--- src/rtl/rf_access_arbiter_if.sv ---
// rf_access_arbiter_if
//   Requester-side bus of the register-file access arbiter.
//   Carries one packed request lane per requester, the per-requester response handshake,
//   and the shared response data.
//   master : requesters (drive req_valid/req_write/req_addr_*/req_data_w and rsp_ready)
//   slave  : arbiter    (drives req_ready, rsp_valid, rsp_data_r1/r2)
//   Lane i of every packed bus sits at [i*W +: W].
interface rf_access_arbiter_if #(
  parameter int NUM_REQ    = 2,
  parameter int DATA_WIDTH = 32,
  parameter int ADDR_WIDTH = 5
);
  logic [NUM_REQ-1:0]            req_valid;
  logic [NUM_REQ-1:0]            req_ready;
  logic [NUM_REQ-1:0]            req_write;
  logic [NUM_REQ*ADDR_WIDTH-1:0] req_addr_r1;
  logic [NUM_REQ*ADDR_WIDTH-1:0] req_addr_r2;
  logic [NUM_REQ*ADDR_WIDTH-1:0] req_addr_w;
  logic [NUM_REQ*DATA_WIDTH-1:0] req_data_w;
  logic [NUM_REQ-1:0]            rsp_valid;
  logic [NUM_REQ-1:0]            rsp_ready;
  logic [DATA_WIDTH-1:0]         rsp_data_r1;
  logic [DATA_WIDTH-1:0]         rsp_data_r2;

  modport master (
    output req_valid, req_write, req_addr_r1, req_addr_r2, req_addr_w, req_data_w, rsp_ready,
    input  req_ready, rsp_valid, rsp_data_r1, rsp_data_r2
  );

  modport slave (
    input  req_valid, req_write, req_addr_r1, req_addr_r2, req_addr_w, req_data_w, rsp_ready,
    output req_ready, rsp_valid, rsp_data_r1, rsp_data_r2
  );
endinterface

--- src/rtl/rf_access_arbiter.sv ---
// rf_access_arbiter
//   Round-robin sequencer sharing one dual-read/single-write register file among NUM_REQ
//   requesters. One operation is outstanding at a time: IDLE -> RD_OP|WR_OP -> RESP -> IDLE.
//   Ports:
//     clk, rst          clock, asynchronous active-high reset
//     bus (slave)       requester request/response channels (rf_access_arbiter_if)
//     rf_read/rf_write  RF strobes, never both high, each high only during its op cycle
//     rf_addr_*/rf_data_w  latched operands of the current operation
//     rf_data_r1/r2     RF read data, captured at the end of the read cycle
//     busy              high whenever the sequencer is not idle
module rf_access_arbiter #(
  parameter int NUM_REQ    = 2,
  parameter int DATA_WIDTH = 32,
  parameter int ADDR_WIDTH = 5,
  parameter bit PROTECT_R0 = 1'b1
) (
  input  logic                  clk,
  input  logic                  rst,
  rf_access_arbiter_if.slave    bus,
  output logic                  rf_read,
  output logic                  rf_write,
  output logic [ADDR_WIDTH-1:0] rf_addr_r1,
  output logic [ADDR_WIDTH-1:0] rf_addr_r2,
  output logic [ADDR_WIDTH-1:0] rf_addr_w,
  output logic [DATA_WIDTH-1:0] rf_data_w,
  input  logic [DATA_WIDTH-1:0] rf_data_r1,
  input  logic [DATA_WIDTH-1:0] rf_data_r2,
  output logic                  busy
);
  localparam int IDX_W = (NUM_REQ > 1) ? $clog2(NUM_REQ) : 1;

  typedef enum logic [1:0] {IDLE, RD_OP, WR_OP, RESP} state_t;

  state_t                  state_q, state_d;
  logic [IDX_W-1:0]        ptr_q, ptr_d;
  logic [IDX_W-1:0]        gnt_q, gnt_d;
  logic [ADDR_WIDTH-1:0]   addr_r1_q, addr_r1_d;
  logic [ADDR_WIDTH-1:0]   addr_r2_q, addr_r2_d;
  logic [ADDR_WIDTH-1:0]   addr_w_q, addr_w_d;
  logic [DATA_WIDTH-1:0]   data_w_q, data_w_d;
  logic [DATA_WIDTH-1:0]   rsp_data_r1_q, rsp_data_r1_d;
  logic [DATA_WIDTH-1:0]   rsp_data_r2_q, rsp_data_r2_d;
  logic [NUM_REQ-1:0]      rsp_valid_q, rsp_valid_d;
  logic                    rf_read_q, rf_read_d;
  logic                    rf_write_q, rf_write_d;

  logic [NUM_REQ-1:0]      req_ready;
  logic [NUM_REQ-1:0]      gnt_onehot;
  logic                    found;
  logic [IDX_W-1:0]        grant;
  logic [IDX_W-1:0]        cand;

  // Per-requester views of the packed request lanes.
  logic [ADDR_WIDTH-1:0]   req_a1 [NUM_REQ];
  logic [ADDR_WIDTH-1:0]   req_a2 [NUM_REQ];
  logic [ADDR_WIDTH-1:0]   req_aw [NUM_REQ];
  logic [DATA_WIDTH-1:0]   req_dw [NUM_REQ];

  genvar gi;
  generate
    for (gi = 0; gi < NUM_REQ; gi++) begin : g_unpack
      assign req_a1[gi] = bus.req_addr_r1[gi*ADDR_WIDTH +: ADDR_WIDTH];
      assign req_a2[gi] = bus.req_addr_r2[gi*ADDR_WIDTH +: ADDR_WIDTH];
      assign req_aw[gi] = bus.req_addr_w[gi*ADDR_WIDTH +: ADDR_WIDTH];
      assign req_dw[gi] = bus.req_data_w[gi*DATA_WIDTH +: DATA_WIDTH];
    end
  endgenerate

  // Round-robin search starting at ptr_q; the first valid requester wins.
  always_comb begin
    found = 1'b0;
    grant = '0;
    cand  = '0;
    for (int k = 0; k < NUM_REQ; k++) begin
      cand = IDX_W'((int'(ptr_q) + k) % NUM_REQ);
      if (!found && bus.req_valid[cand]) begin
        found = 1'b1;
        grant = cand;
      end
    end
  end

  always_comb begin
    state_d       = state_q;
    ptr_d         = ptr_q;
    gnt_d         = gnt_q;
    addr_r1_d     = addr_r1_q;
    addr_r2_d     = addr_r2_q;
    addr_w_d      = addr_w_q;
    data_w_d      = data_w_q;
    rsp_data_r1_d = rsp_data_r1_q;
    rsp_data_r2_d = rsp_data_r2_q;
    rsp_valid_d   = rsp_valid_q;
    rf_read_d     = 1'b0;   // strobes live for exactly the one op cycle
    rf_write_d    = 1'b0;
    req_ready     = '0;
    gnt_onehot    = '0;
    gnt_onehot[gnt_q] = 1'b1;

    unique case (state_q)
      IDLE: begin
        if (found) begin
          req_ready[grant] = 1'b1;
          gnt_d     = grant;
          addr_r1_d = req_a1[grant];
          addr_r2_d = req_a2[grant];
          addr_w_d  = req_aw[grant];
          data_w_d  = req_dw[grant];
          if (bus.req_write[grant]) begin
            state_d = WR_OP;
            // A protected r0 write still spends its op cycle, just without the strobe.
            rf_write_d = !(PROTECT_R0 && (req_aw[grant] == '0));
          end else begin
            state_d   = RD_OP;
            rf_read_d = 1'b1;
          end
        end
      end
      RD_OP: begin
        rsp_data_r1_d = rf_data_r1;
        rsp_data_r2_d = rf_data_r2;
        rsp_valid_d   = gnt_onehot;
        state_d       = RESP;
      end
      WR_OP: begin
        rsp_valid_d = gnt_onehot;
        state_d     = RESP;
      end
      RESP: begin
        if (|(bus.rsp_ready & rsp_valid_q)) begin
          rsp_valid_d = '0;
          state_d     = IDLE;
          ptr_d       = (gnt_q == IDX_W'(NUM_REQ - 1)) ? '0 : gnt_q + 1'b1;
        end
      end
      default: state_d = IDLE;
    endcase
  end

  always_ff @(posedge clk or posedge rst) begin
    if (rst) begin
      state_q       <= IDLE;
      ptr_q         <= '0;
      gnt_q         <= '0;
      addr_r1_q     <= '0;
      addr_r2_q     <= '0;
      addr_w_q      <= '0;
      data_w_q      <= '0;
      rsp_data_r1_q <= '0;
      rsp_data_r2_q <= '0;
      rsp_valid_q   <= '0;
      rf_read_q     <= 1'b0;
      rf_write_q    <= 1'b0;
    end else begin
      state_q       <= state_d;
      ptr_q         <= ptr_d;
      gnt_q         <= gnt_d;
      addr_r1_q     <= addr_r1_d;
      addr_r2_q     <= addr_r2_d;
      addr_w_q      <= addr_w_d;
      data_w_q      <= data_w_d;
      rsp_data_r1_q <= rsp_data_r1_d;
      rsp_data_r2_q <= rsp_data_r2_d;
      rsp_valid_q   <= rsp_valid_d;
      rf_read_q     <= rf_read_d;
      rf_write_q    <= rf_write_d;
    end
  end

  assign bus.req_ready   = req_ready;
  assign bus.rsp_valid   = rsp_valid_q;
  assign bus.rsp_data_r1 = rsp_data_r1_q;
  assign bus.rsp_data_r2 = rsp_data_r2_q;
  assign rf_read         = rf_read_q;
  assign rf_write        = rf_write_q;
  assign rf_addr_r1      = addr_r1_q;
  assign rf_addr_r2      = addr_r2_q;
  assign rf_addr_w       = addr_w_q;
  assign rf_data_w       = data_w_q;
  assign busy            = (state_q != IDLE);
endmodule
--- src/flat_wrapper.sv ---
// flat-port wrapper written by rule: the top's interface ports become plain ports
module rf_access_arbiter_flat 
#(
  parameter int NUM_REQ    = 2,
  parameter int DATA_WIDTH = 32,
  parameter int ADDR_WIDTH = 5,
  parameter bit PROTECT_R0 = 1'b1
)
  (clk, rst, rf_read, rf_write, rf_addr_r1, rf_addr_r2, rf_addr_w, rf_data_w, rf_data_r1, rf_data_r2, busy, bus_req_valid, bus_req_write, bus_req_addr_r1, bus_req_addr_r2, bus_req_addr_w, bus_req_data_w, bus_rsp_ready, bus_req_ready, bus_rsp_valid, bus_rsp_data_r1, bus_rsp_data_r2);
  rf_access_arbiter_if #(.NUM_REQ(NUM_REQ), .DATA_WIDTH(DATA_WIDTH), .ADDR_WIDTH(ADDR_WIDTH)) bus_i ();
  input  logic clk;
  input  logic rst;
  output logic rf_read;
  output logic rf_write;
  output logic [ADDR_WIDTH-1:0] rf_addr_r1;
  output logic [ADDR_WIDTH-1:0] rf_addr_r2;
  output logic [ADDR_WIDTH-1:0] rf_addr_w;
  output logic [DATA_WIDTH-1:0] rf_data_w;
  input  logic [DATA_WIDTH-1:0] rf_data_r1;
  input  logic [DATA_WIDTH-1:0] rf_data_r2;
  output logic busy;
  input wire logic [$bits(bus_i.req_valid)-1:0] bus_req_valid;
  input wire logic [$bits(bus_i.req_write)-1:0] bus_req_write;
  input wire logic [$bits(bus_i.req_addr_r1)-1:0] bus_req_addr_r1;
  input wire logic [$bits(bus_i.req_addr_r2)-1:0] bus_req_addr_r2;
  input wire logic [$bits(bus_i.req_addr_w)-1:0] bus_req_addr_w;
  input wire logic [$bits(bus_i.req_data_w)-1:0] bus_req_data_w;
  input wire logic [$bits(bus_i.rsp_ready)-1:0] bus_rsp_ready;
  output wire logic [$bits(bus_i.req_ready)-1:0] bus_req_ready;
  output wire logic [$bits(bus_i.rsp_valid)-1:0] bus_rsp_valid;
  output wire logic [$bits(bus_i.rsp_data_r1)-1:0] bus_rsp_data_r1;
  output wire logic [$bits(bus_i.rsp_data_r2)-1:0] bus_rsp_data_r2;
  assign bus_i.req_valid = bus_req_valid;
  assign bus_i.req_write = bus_req_write;
  assign bus_i.req_addr_r1 = bus_req_addr_r1;
  assign bus_i.req_addr_r2 = bus_req_addr_r2;
  assign bus_i.req_addr_w = bus_req_addr_w;
  assign bus_i.req_data_w = bus_req_data_w;
  assign bus_i.rsp_ready = bus_rsp_ready;
  assign bus_req_ready = bus_i.req_ready;
  assign bus_rsp_valid = bus_i.rsp_valid;
  assign bus_rsp_data_r1 = bus_i.rsp_data_r1;
  assign bus_rsp_data_r2 = bus_i.rsp_data_r2;
  rf_access_arbiter #(.NUM_REQ(NUM_REQ), .DATA_WIDTH(DATA_WIDTH), .ADDR_WIDTH(ADDR_WIDTH), .PROTECT_R0(PROTECT_R0)) u_core (.clk(clk), .rst(rst), .bus(bus_i), .rf_read(rf_read), .rf_write(rf_write), .rf_addr_r1(rf_addr_r1), .rf_addr_r2(rf_addr_r2), .rf_addr_w(rf_addr_w), .rf_data_w(rf_data_w), .rf_data_r1(rf_data_r1), .rf_data_r2(rf_data_r2), .busy(busy));
endmodule
--- config.mk ---
export PLATFORM = sky130hd
export DESIGN_NAME = rf_access_arbiter_flat
export DESIGN_NICKNAME = d
export VERILOG_FILES = /design/src/rtl/rf_access_arbiter_if.sv /design/src/rtl/rf_access_arbiter.sv /design/src/flat_wrapper.sv
export SDC_FILE = /design/constraint.sdc
export NUM_CORES = 1
export LEC_CHECK = 0
export CAP_MARGIN = 20
export CORE_ASPECT_RATIO = 1.1
export CORE_MARGIN = 4
export CORE_UTILIZATION = 41
export DETAILED_ROUTE_END_ITERATION = 10
export HOLD_SLACK_MARGIN = 0.15
export PLACE_DENSITY_LB_ADDON = 0.3
export SLEW_MARGIN = 15
export SYNTH_ARGS = -nofsm -noshare
export SYNTH_HDL_FRONTEND = slang
export SYNTH_SLANG_ARGS = --single-unit
--- constraint.sdc ---
create_clock -name clk -period 8.85 [get_ports clk]
set_input_delay 1.77 -clock clk [delete_from_list [all_inputs] [get_ports clk]]
set_output_delay 1.77 -clock clk [all_outputs]
set_load 0.02 [all_outputs]
Word-level counts from Yosys, hierarchy flattened. Index checks and enable logic that the tools add are counted.

$add $sub $neg: 2. Multiply operators: 0. Div/mod/pow operators: 0. Order comparisons: 7. Equal/unequal tests: 5. Shift operators: 0. Multiplexer cells: 40. Bitwise logic cells: 2. Reductions and logical operators: 15.

Operators by type and width (number): 32-bit 2-to-1 mux (3); 5-bit 2-to-1 mux (9); 1-bit 2-to-1 mux (19); 2-bit 2-to-1 mux (5); 1-bit by 2-bit less-than comparator with 1-bit output (second input constant) (4); 2-bit AND reduction (4); 2-bit one-hot mux with 3 select lines (1); 5-bit zero test (1); 2-bit == test (second input constant) (2); 2-bit by 1-bit != test with 1-bit output (second input constant) (2); 2-bit one-hot mux with 2 select lines (1); 2-bit nonzero test (2); 2-bit OR reduction (2); 1-bit logical AND (3); 1-bit adder (second input constant) (2); 2-bit bitwise AND (1); 1-bit demux with 1-bit select (2); 2-bit by 1-bit == test with 1-bit output (second input constant) (1); 1-bit greater-or-equal comparator (second input constant) (2); 2-bit greater-or-equal comparator (second input constant) (1); 1-bit zero test (2); 2-bit zero test (1); 1-bit inverter with 2-bit output (1).

Register bits: 119. Latch bits: 0. Bits in writable memories: 0. Bits in read-only memories: 0. Bits of input ports: 166. Logic and storage cells: 83. Memories: 0.

Depth between registers and ports, before layout.
Depth in word-level cells: 15. Depth in mapped cells: 8.

Worst setup path before layout. OpenSTA, ideal clock, no wires.

Path type: input-to-output. From: input port bus_req_valid[0]. To: output port bus_req_ready[1]. Arrival time: 2480 ps. Data required time: 7080 ps. Slack: 4600 ps. Stages: 4. Path buffers: 1. Cells stage by stage: nand2b_1 > nand2_2 > buf_6 > nor2_1.

Longest elaborated chain between the ends: 12. Elaborated cells on any way between the ends: 17. Those cells by class: order compare (2); mux (12); reduce/logical (3).

Ends and longest elaborated chain: start, declared (RTL line flat_wrapper.sv:22) `input wire logic [$bits(bus_i.req_valid)-1:0] bus_req_valid;`; 1-bit 2-to-1 mux (implied by the code) (2 in series) (RTL line rf_access_arbiter.sv:76) `if (!found && bus.req_valid[cand]) begin`; 1-bit 2-to-1 mux (RTL line rf_access_arbiter.sv:76); 1-bit zero test (RTL line rf_access_arbiter.sv:76); 1-bit logical AND (RTL line rf_access_arbiter.sv:76); 1-bit 2-to-1 mux (RTL line rf_access_arbiter.sv:76); 1-bit by 2-bit less-than comparator with 1-bit output (implied by the code) or 1-bit greater-or-equal comparator (tied branches) (RTL line rf_access_arbiter.sv:103) `req_ready[grant] = 1'b1;`; 1-bit logical AND (implied by the code) (RTL line rf_access_arbiter.sv:103); 1-bit 2-to-1 mux (implied by the code) (RTL line rf_access_arbiter.sv:103); 1-bit demux with 1-bit select; 2-bit 2-to-1 mux * (RTL line rf_access_arbiter.sv:102) `if (found) begin`; 2-bit 2-to-1 mux * (RTL line rf_access_arbiter.sv:100) `unique case (state_q)`; end, declared (RTL line flat_wrapper.sv:29) `output wire logic [$bits(bus_i.req_ready)-1:0] bus_req_ready;`.

Every way passes the cells marked *; elsewhere a longest branch is shown, timed or not. The select of a mux whose other input is x is not followed.

Worst setup path after layout. Same ends and word-level chain as after synthesis.

==> impl_metrics.json <==
{
  "synth.avg_cell_area_um2": 13.0,
  "hpwl_um": 11600,
  "via_per_inst": 4.92,
  "ys_seq_area_share_pct": 59.8,
  "synth.distinct_cells": 32,
  "synthesis.area_um2": 4980,
  "slew_violations": 0,
  "worstSetupStartpoint": "bus_req_valid[0]",
  "track_usage_pct": 21.5,
  "n_antenna_cell": 0,
  "layout_common_cells": "283 x clkdlybuf4s50_1, 119 x dfrtp_1, 64 x mux2_2, 44 x nand2_1, 42 x o21ai_0",
  "cts.path.max_buffers": 2,
  "die_w_um": 113,
  "grt_antenna_before_repair": 1,
  "endpoint": "bus_req_ready[1]",
  "worst_r2r_startpoint": "u_core.state_q[0]",
  "layout.cells.non_filler": 829,
  "drtPass1Iterations": 5,
  "routedWlPerCell_um": 18.1,
  "p_leak_nw": 3.69,
  "totalWireLength_um": 15000,
  "io_buffers": 283,
  "place_area_um2": 7900,
  "cp-end-kind": "output pin",
  "syn2layout_area_growth_pct": 70.4,
  "fin_util_pct": 72.5,
  "reg2reg_to": "u_core.state_q[1]",
  "multi_input_area_um2": 1860,
  "place_inst": 797,
  "vdd_ir_drop_max_uv": 176,
  "cts-buffers-inserted": 17,
  "critPathArrivalTime_ns": 3.83,
  "layout_min_cycle_time_ns": 5.60,
  "clk_latency_ns": 0.40,
  "cts_resized": 0,
  "postLayoutCellArea_um2": 8480,
  "grt_pass1_vias": 4307,
  "numClockSinks": 119,
  "synthXorXnorAreaFrac_pct": 0,
  "setup_viol": 0,
  "cap_violations": 0,
  "hold_path.class": "flop to flop",
  "fmax_ghz": 0.178,
  "ioPinCount": 284,
  "htree_num_levels": 4,
  "holdWs_ns": 0.474,
  "path_max_fanout": 43,
  "ys_warn_count": 0,
  "hold_violations": 0,
  "synth-compound-area-share_pct": 7.34,
  "root_buffer": "clkbuf_16",
  "slew_headroom_pct": 43.0,
  "yosys-mux-area-fraction_pct": 22.7,
  "clk_pin_slew_worst_paths_ns": 0.06,
  "period_share_pct": 63.3,
  "tightest_slew_ns": 0.855,
  "die-height_um": 124,
  "gp_congestion": 0.878,
  "layout-drive-gt1-share_pct": 15.3,
  "netlist_instances": 383,
  "timing.reg2reg.setup_slack_ns": 6.78,
  "dp_slack_ns": 3.24,
  "postCtsHoldBufs": 0,
  "dieArea_um2": 14000,
  "setup_slack_ns": 3.25,
  "finalNetCount": 835,
  "syn_nets": 552,
  "p_per_area_nw_per_um2": 377,
  "reg2regPathDepth": 6,
  "finalSetupTns_ns": 0,
  "grt_remaining_overflow": 0,
  "status": "finished clean",
  "crit_type": "primary input to output pin",
  "start_kind": "primary input",
  "rsz0062_at_grt": "false",
  "ff_latch_area_um2": 2980,
  "grt_max_degree": 92,
  "mostFrequentLayoutCell": "clkdlybuf4s50_1",
  "final_antenna_net_count": 0,
  "fill_cells": 806,
  "ys_ff_latch": 119,
  "drt_first_iter_violations": 189,
  "vias": 4078,
  "synth_top_family_by_area": "multiplexers",
  "row_count": 41,
  "initial_utilization_pct": 42.6,
  "required_ns": 7.08,
  "grt_pass1_wl_um": 23000,
  "power_mw": 3.19,
  "placeableCoreArea_um2": 11700,
  "cts_tree": "yes",
  "cts_setup_buffers": 0,
  "synthAdderAreaFrac_pct": 0.754,
  "drc": 0,
  "clock_skew_ns": 0.0108,
  "synthSimpleGateAreaFrac_pct": 6.18
}
cells in the mapped netlist:
| library cell | n | area [µm²] |
|---|---|---|
| a221o_1 | 7 | 70.1 |
| o32a_1 | 1 | 10.0 |
| o21ai_1 | 1 | 5.00 |
| dfrtp_1 | 119 | 2980 |
| buf_4 | 2 | 15.0 |
| mux2i_1 | 41 | 410 |
| inv_1 | 4 | 15.0 |
| ha_1 | 3 | 37.5 |
| nor2b_1 | 1 | 6.26 |
| clkbuf_1 | 7 | 26.3 |
| o32ai_1 | 1 | 8.76 |
| nand2b_1 | 1 | 6.26 |
| mux2_2 | 64 | 721 |
| a211oi_1 | 2 | 15.0 |
| or4_1 | 2 | 15.0 |
| nor2_1 | 5 | 18.8 |
| a21boi_0 | 1 | 7.51 |
| a21o_1 | 1 | 7.51 |
| and3_1 | 8 | 50.1 |
| o21ai_0 | 42 | 210 |
| buf_6 | 5 | 56.3 |
| nor4_1 | 1 | 6.26 |
| nand2_1 | 44 | 165 |
| a21oi_1 | 2 | 10.0 |
| a22oi_1 | 1 | 7.51 |
| a31oi_1 | 1 | 6.26 |
| and2_1 | 2 | 12.5 |
| o21a_1 | 1 | 7.51 |
| nor2_4 | 1 | 11.3 |
| nand2_2 | 1 | 6.26 |
| buf_2 | 9 | 45.0 |
| nor3_1 | 2 | 10.0 |
power breakdown:
group | internal [mW] | total [mW] | leakage [nW] | switching [mW]
logic | 0.801 | 1.57 | 1.98 | 0.767
clock network | 0.416 | 0.664 | 0.286 | 0.248
registers | 0.819 | 0.963 | 1.43 | 0.144
total | 2.04 | 3.19 | 3.69 | 1.16
cell type report:
class | instances | area share [%]
Sequential cell | 119 | 35.1
Multi-Input combinational cell | 237 | 21.9
Inverter | 4 | 0.207
Tap cell | 150 | 2.21
Timing Repair Buffer | 287 | 33.8
Clock inverter | 14 | 1.78
Clock buffer | 18 | 5.06
flip-flops by register name, indices dropped and copies added (netlist names), 2 cells and up:
register,cells
u_core.bus.rsp_data_r2,32
u_core.rf_addr_r1,5
u_core.state_q,2
u_core.rf_addr_w,5
u_core.rf_addr_r2,5
u_core.bus.rsp_valid,2
u_core.bus.rsp_data_r1,32
u_core.rf_data_w,32
metal layers:
layer,global-route usage (%),up-vias,part of all wire [%]
li1,-,1925,-
met1,22.8,1927,36
met2,38.3,205,52
met3,9.35,19,11
met4,7.66,2,1.5
met5,0,-,0.060
critical path, stage by stage:
cell	delay (ns)
clkdlybuf4s50_1	0.57
nand2b_1	0.12
nand2_2	0.08
buf_4	0.56
nor2_1	0.13
clkdlybuf4s50_1	0.58
kinds of logic (layout without fill, tap and decap cells):
family	after synthesis	in the layout
adders and majority gates	3	3
and+or+nand+nor	68	68
buffers and inverters	27	323
DFF	119	119
muxes	105	105
AOI/OAI and AO/OA	61	61
worst min path at each step:
stage / slack, ns / to / cells after the start / start
final: 0.47 / u_core.rf_data_w[16] / 2 / u_core.rf_data_w[16]
after global routing: 0.50 / u_core.rf_addr_r1[2] / 2 / u_core.rf_addr_r1[2]
after CTS: 0.48 / u_core.rf_data_w[15] / 2 / u_core.rf_data_w[15]
after detailed placement: 0.47 / u_core.rf_data_w[15] / 2 / u_core.rf_data_w[15]
after global placement: 0.46 / u_core.rf_data_w[8] / 2 / u_core.rf_data_w[8]
after floorplan: 0.46 / u_core.ptr_q / 1 / u_core.gnt_q
(Power assumes the default switching activity.)
